<file path="src/rtl/cordic_pkg.sv">
// Shared types and constants for the CORDIC host-side controller and its
// quadrant-correction stage.
package cordic_pkg;

    localparam int CORDIC_WIDTH = 16;

    typedef enum logic [1:0] {
        IDLE   = 2'd0,
        LAUNCH = 2'd1,
        WAIT   = 2'd2,
        HOLD   = 2'd3
    } host_state_t;

    typedef logic [1:0] quad_t;

    localparam quad_t QUAD_0 = 2'd0;
    localparam quad_t QUAD_1 = 2'd1;
    localparam quad_t QUAD_2 = 2'd2;
    localparam quad_t QUAD_3 = 2'd3;

endpackage

</file>
<file path="src/rtl/cordic_quadrant_fix.sv">
// Maps first-quadrant core results back to the requested quadrant by a
// rotation of q * 90 degrees, with saturating negation.
module cordic_quadrant_fix
    import cordic_pkg::*;
#(
    parameter int WIDTH = CORDIC_WIDTH
) (
    input  quad_t            quad,
    input  logic [WIDTH-1:0] cos_in,
    input  logic [WIDTH-1:0] sin_in,
    output logic [WIDTH-1:0] cos_out,
    output logic [WIDTH-1:0] sin_out
);

    // The most negative value has no positive twin, so it clamps to max.
    function automatic logic [WIDTH-1:0] sat_neg(input logic [WIDTH-1:0] x);
        if (x == {1'b1, {(WIDTH-1){1'b0}}}) begin
            return {1'b0, {(WIDTH-1){1'b1}}};
        end
        return -x;
    endfunction

    always_comb begin
        cos_out = cos_in;
        sin_out = sin_in;
        case (quad)
            QUAD_0: begin
                cos_out = cos_in;
                sin_out = sin_in;
            end
            QUAD_1: begin
                cos_out = sat_neg(sin_in);
                sin_out = cos_in;
            end
            QUAD_2: begin
                cos_out = sat_neg(cos_in);
                sin_out = sat_neg(sin_in);
            end
            QUAD_3: begin
                cos_out = sin_in;
                sin_out = sat_neg(cos_in);
            end
            default: begin
                cos_out = cos_in;
                sin_out = sin_in;
            end
        endcase
    end

endmodule

</file>
<file path="src/rtl/cordic_host_ctrl.sv">
// Host-side request/response wrapper around a first-quadrant CORDIC core:
// reduces the angle, launches the core, corrects the result, guards with a timeout.
module cordic_host_ctrl
    import cordic_pkg::*;
#(
    parameter int WIDTH   = CORDIC_WIDTH,
    parameter int TIMEOUT = 64
) (
    input  logic             clk_i,
    input  logic             rst_i,
    input  logic             req_valid_i,
    output logic             req_ready_o,
    input  logic [WIDTH-1:0] req_angle_i,
    output logic             core_start_o,
    output logic [WIDTH-1:0] core_angle_o,
    input  logic             core_done_tick_i,
    input  logic [WIDTH-1:0] core_cos_i,
    input  logic [WIDTH-1:0] core_sin_i,
    output logic             rsp_valid_o,
    input  logic             rsp_ready_i,
    output logic [WIDTH-1:0] rsp_cos_o,
    output logic [WIDTH-1:0] rsp_sin_o,
    output logic             rsp_err_o,
    output logic             busy_o
);

    localparam int CNT_W = $clog2(TIMEOUT + 1);

    host_state_t      state;
    quad_t            quad;
    logic [CNT_W-1:0] count;
    logic [WIDTH-1:0] fix_cos;
    logic [WIDTH-1:0] fix_sin;

    assign req_ready_o  = (state == IDLE);
    assign busy_o       = (state != IDLE);
    assign core_start_o = (state == LAUNCH);

    cordic_quadrant_fix #(
        .WIDTH (WIDTH)
    ) u_quadrant_fix (
        .quad    (quad),
        .cos_in  (core_cos_i),
        .sin_in  (core_sin_i),
        .cos_out (fix_cos),
        .sin_out (fix_sin)
    );

    // Response registers only change on the WAIT exit, so HOLD data is immune to late ticks.
    always_ff @(posedge clk_i or posedge rst_i) begin
        if (rst_i) begin
            state        <= IDLE;
            count        <= '0;
            quad         <= QUAD_0;
            core_angle_o <= '0;
            rsp_cos_o    <= '0;
            rsp_sin_o    <= '0;
            rsp_err_o    <= 1'b0;
            rsp_valid_o  <= 1'b0;
        end else begin
            case (state)
                IDLE: begin
                    if (req_valid_i) begin
                        quad         <= quad_t'(req_angle_i[WIDTH-1:WIDTH-2]);
                        core_angle_o <= {2'b00, req_angle_i[WIDTH-3:0]};
                        state        <= LAUNCH;
                    end
                end
                LAUNCH: begin
                    count <= '0;
                    state <= WAIT;
                end
                WAIT: begin
                    if (core_done_tick_i) begin
                        rsp_cos_o   <= fix_cos;
                        rsp_sin_o   <= fix_sin;
                        rsp_err_o   <= 1'b0;
                        rsp_valid_o <= 1'b1;
                        state       <= HOLD;
                    end else if (count == CNT_W'(TIMEOUT - 1)) begin
                        rsp_cos_o   <= '0;
                        rsp_sin_o   <= '0;
                        rsp_err_o   <= 1'b1;
                        rsp_valid_o <= 1'b1;
                        state       <= HOLD;
                    end else begin
                        count <= count + CNT_W'(1);
                    end
                end
                HOLD: begin
                    if (rsp_ready_i) begin
                        rsp_valid_o <= 1'b0;
                        state       <= IDLE;
                    end
                end
                default: begin
                    rsp_valid_o <= 1'b0;
                    state       <= IDLE;
                end
            endcase
        end
    end

endmodule

</file>
<file path="config.mk">
export PLATFORM = sky130hd
export DESIGN_NAME = cordic_host_ctrl
export DESIGN_NICKNAME = d
export VERILOG_FILES = /design/src/rtl/cordic_pkg.sv /design/src/rtl/cordic_quadrant_fix.sv /design/src/rtl/cordic_host_ctrl.sv
export SDC_FILE = /design/constraint.sdc
export NUM_CORES = 1
export LEC_CHECK = 0
export ABC_AREA = 1
export CAP_MARGIN = 25
export CORE_ASPECT_RATIO = 2
export CORE_MARGIN = 8
export CORE_UTILIZATION = 55
export CTS_BUF_LIST = sky130_fd_sc_hd__clkbuf_2
export DETAILED_ROUTE_END_ITERATION = 7
export DONT_BUFFER_PORTS = 1
export PLACE_DENSITY = 0.7
export SYNTH_ARGS = -nofsm -noshare
export SYNTH_HDL_FRONTEND = slang
export SYNTH_SLANG_ARGS = --single-unit
</file>
<file path="constraint.sdc">
create_clock -name clk_i -period 2.16 [get_ports clk_i]
set_clock_uncertainty 0.1 [all_clocks]
set_input_delay 0.432 -clock clk_i [delete_from_list [all_inputs] [get_ports clk_i]]
set_output_delay 0.432 -clock clk_i [all_outputs]
set_load 0.1 [all_outputs]
</file>
==> flow_results.org <==
** GRT
- GRT overflow :: 0
- Largest net degree at the start of global routing :: 33
- GRT Overall Usage :: a little under a quarter
- Antenna violations before repair :: 1
- The number of global-route vias before repair came to approximately 4200.
- First-pass GRT wire length :: between 20000 and 25000 um

** Route
- Post-Route WL :: ~13000 um
- The routed layout has 4433 vias.
- Dividing the detail-routed wire length by the instance count gives ~16 um.
- The first detailed-routing pass ran for 5 iterations.
- # DRC :: 0
- Average vias per placed instance :: around 5.4
- Sum of met3 wire segment lengths after detailed routing :: about 1300 um
- Detailed-routed wire length on met2 :: 6030 um
- M1 WL :: 5270 um
- Highest metal layer with signal wires :: met4
- After the first detailed-routing iteration, the DRC count stood at 374.
- The detail route stage leaves a number of antenna-violating nets equal to 0.

** Placed design
- Setup Slack @ Placement :: 0.171 ns
- In this run, placement finished with an instance count of between 700 and 800.
- Final GP Congestion :: about 0.90
- Summing all placed instances gives a cell area of 4780 sq um.
- Port buffering added 0 buffers.
- DP HPWL :: around 9400 um

** Finish
- Most common library cell in the layout ignoring fill and taps :: sky130_fd_sc_hd__nand2_1
- Commonest cells after routing, fill and taps aside :: sky130_fd_sc_hd__nand2_1, sky130_fd_sc_hd__dfrtp_1, sky130_fd_sc_hd__nand3_1
- After the last flow step, the layout net total stands at just under 800.
- Synthesis-to-layout area growth :: 17.4%
- FILL cells :: 757
- Fraction of final layout cells with drive strength greater than 1 :: between 15 and 20%
- Final instance count without filler cells :: around 820
- Fin area :: roughly 5100 sq um

** Status
- Run status :: finished, final reports clean

** Setup path
- Worst setup path endpoint :: core_start_o
- Walking the worst path, the cells encountered are buf_4 > ha_1 > buf_4.
- Count of cell instances traversed by the critical path :: 3
- Reg-to-reg slack, setup :: about 0.18 ns
- Critical path fanouts, max :: 4
- CP max stage delay :: ~0.46 ns
- In this design, the critical path's most frequently occurring cell is sky130_fd_sc_hd__buf_4.
- WS Path Type :: flop to output pin
- The worst setup path is launched from a flop.
- The worst setup path is captured at an output pin.
- For the worst setup path, the data required time is between 1.5 and 2 ns.
- Depth of the most critical reg-to-reg path :: 7
- Arrival time of data at the critical path endpoint :: around 1.5 ns
- Among all stages on the critical path, the largest delay is contributed by sky130_fd_sc_hd__dfrtp_1.
- R2r endpoint :: rsp_cos_o[0]
- Buffers & Inverters on Critical Path :: 2
- Largest delay share family, worst path :: flip-flops
- In this run the worst setup path begins at state[0].
- In this run the critical register-to-register path is launched from state[1].

** Timing
- Dividing the final minimum period by the clock period gives roughly 95%.
- The worst pin sits at a relative slew slack of between 30% and 40%.
- Fmax :: approximately 0.5 GHz
- Setup repair after global routing missed its margin :: false
- Max-slew violation total from the final report :: 0
- # setup viols final :: 0
- The worst path needs between 2 and 2.5 ns of the cycle, external delays included.
- For the pin with the worst max-slew slack, the measured transition is about 0.9 ns.
- Final sum of negative setup slack :: 0 ns
- Slack of the critical path :: 0.102 ns
- Count of final hold-check violations :: 0

** Floorplanning
- In this run the standard cell core region covers ~8000 sq um.
- The initialized floorplan defines 46 standard-cell rows.
- The floorplan step defined a die boundary enclosing around 11000 sq um.
- For this configuration, the core starts out at a cell density of a little under three fifths.
- The floorplan step set the die width to about 79 um.
- In this run the vertical extent of the chip is 142 um.
- During I/O placement, the number of pins put on the boundary was ~110.

** Logic synthesis
- Main combinational cell family by area after synthesis :: simple AND/OR/NAND/NOR gates
- Multiplexer cells account for about 3.6% of the synthesized area.
- In this run, distinct cell masters in the synthesized netlist total 31.
- The synthesized netlist devotes ~2% of its cell area to adder and majority cells.
- Register bit total from synthesis :: 59
- The cell area that synthesis handed to floorplanning was ~4400 sq um.
- The synthesized netlist devotes around two fifths of its cell area to simple gates.
- Share of the synthesized area in compound gates (AO/OA/AOI/OAI) :: roughly a tenth
- Avg Cell Area, Syn :: between 6 and 7 sq um
- Cell count after synthesis :: between 600 and 700
- Sequential cells were found to cover about 34% of the synthesized design area.
- For this run, the number of Yosys warnings is 0.
- The synthesized netlist devotes approximately 2.2% of its cell area to XOR and XNOR gates.

** CTS
- TritonCTS built the clock tree.
- Clk root buf :: sky130_fd_sc_hd__clkbuf_2
- The clock passes through at most 2 buffers.
- H-tree level count :: 3
- For the worst-skew pair, the clock arrives at the later sink with an insertion delay of 0.51 ns.
- The clock net in this run drives a total of 59 sinks.
- Num CTS Buffers :: 9
- Clock-pin slew was measured on the worst setup and hold paths at around 0.2 ns.

** Run
- Max-Cap Viols :: 0

** Min path
- The worst hold path passes through 4 cells.
- Worst Hold Class :: primary input to flop
==> worst reg2reg max path: stages, from the launching register on <==
cell and delay, ns:
sky130_fd_sc_hd__dfrtp_1 0.45, sky130_fd_sc_hd__buf_4 0.15, sky130_fd_sc_hd__ha_1 0.26, sky130_fd_sc_hd__nand2_1 0.17, sky130_fd_sc_hd__buf_4 0.37, sky130_fd_sc_hd__inv_1 0.16, sky130_fd_sc_hd__o211ai_1 0.14, sky130_fd_sc_hd__nand2_1 0.07
==> sequential cells by signal (all words and copies together), names as in the netlist <==
signal / count
core_angle_o: 14
count: 7
quad: 2
rsp_cos_o: 16
rsp_err_o: 1
rsp_sin_o: 16
rsp_valid_o: 1
state: 2
==> worst min-delay path by stage <==
stage / startpoint / end / slack (ns)
after floorplan: count[5] / count[5] / 0.36
after global placement: rst_i / core_angle_o[7] / 0.24
after detailed placement: rst_i / core_angle_o[2] / 0.24
after CTS: core_cos_i[5] / rsp_cos_o[5] / 0.01
after global routing: core_cos_i[1] / rsp_cos_o[1] / 0.01
final: core_cos_i[5] / rsp_cos_o[5] / 0.05
==> cells by family after synthesis <==
kind of cell,after synthesis
flip-flops,59
other,1
buffers and inverters,88
AO/OA/AOI/OAI,88
multiplexers,14
AND/OR/NAND/NOR,382
XOR/XNOR,11
adder cells (fa/ha/maj),7
==> per-stage QoR <==
stage	util [%]	hold slack [ns]
finish	65.6	0.0501
global placement	61.1	0.239
detailed placement	61.1	0.235
floorplan	-	0.359
global route	65.6	0.0143
CTS	65.3	0.00994
==> routing by layer <==
layer,track usage [%],vias to the layer above
li1,-,2208
met5,0,-
met3,7.78,26
met2,36.0,204
met4,8.85,0
met1,30.0,1995
==> cells in the mapped netlist <==
master                     number  area share, %
sky130_fd_sc_hd__buf_4          3           0.51
sky130_fd_sc_hd__or2_2          3           0.43
sky130_fd_sc_hd__nand2_2        3           0.43
sky130_fd_sc_hd__nor2_8         1           0.46
sky130_fd_sc_hd__nor2_1        41            3.5
sky130_fd_sc_hd__buf_6          4            1.0
sky130_fd_sc_hd__mux2_2        14            3.6
sky130_fd_sc_hd__conb_1         1          0.086
sky130_fd_sc_hd__clkinv_2       1           0.11
sky130_fd_sc_hd__nand3_1       57            6.5
sky130_fd_sc_hd__o21ai_0       39            4.5
sky130_fd_sc_hd__nand3b_1       5           0.86
sky130_fd_sc_hd__buf_2          7           0.80
sky130_fd_sc_hd__nor3_1         1           0.11
sky130_fd_sc_hd__a21oi_1       34            3.9
sky130_fd_sc_hd__nor3_2         1           0.23
sky130_fd_sc_hd__o21ai_1       10            1.1
sky130_fd_sc_hd__nand4_1        7            1.0
sky130_fd_sc_hd__nor2_2         5           0.72
sky130_fd_sc_hd__nand3_2        8            1.8
sky130_fd_sc_hd__xor2_1        11            2.2
sky130_fd_sc_hd__ha_1           7            2.0
sky130_fd_sc_hd__o211ai_1       4           0.69
sky130_fd_sc_hd__inv_1         53            4.5
sky130_fd_sc_hd__inv_2          9           0.77
sky130_fd_sc_hd__o21ai_4        1           0.37
sky130_fd_sc_hd__clkbuf_1      11           0.94
sky130_fd_sc_hd__nand2_1      243             21
sky130_fd_sc_hd__nand3_4        2           0.80
sky130_fd_sc_hd__nor2_4         5            1.3
sky130_fd_sc_hd__dfrtp_1       59             34
==> final cells by class <==
cell class / count / area, sq um / share of cell area, %
inverter: 63 / 244 / 4.75
sequential: 59 / 1480 / 28.8
clock inverter: 6 / 81.3 / 1.58
multi-input combinational: 504 / 2530 / 49.3
timing repair buffer: 77 / 632 / 12.3
antenna: 1 / 2.50 / 0.0488
clock buffer: 9 / 45.0 / 0.878
tap: 96 / 120 / 2.34
==> repair_timing <==
item | CTS | global route
setup endpoints to repair | 1 | 10
buffers inserted | 0 | 2
pin swaps | 0 | 0
endpoints found under the hold margin | 38 | 0
hold buffers | 20 | 0
resized for setup | 1 | 4
Power is left out: the tool's default activity adds up to more than one toggle a clock period on the data nets, which glitch-free logic cannot reach.
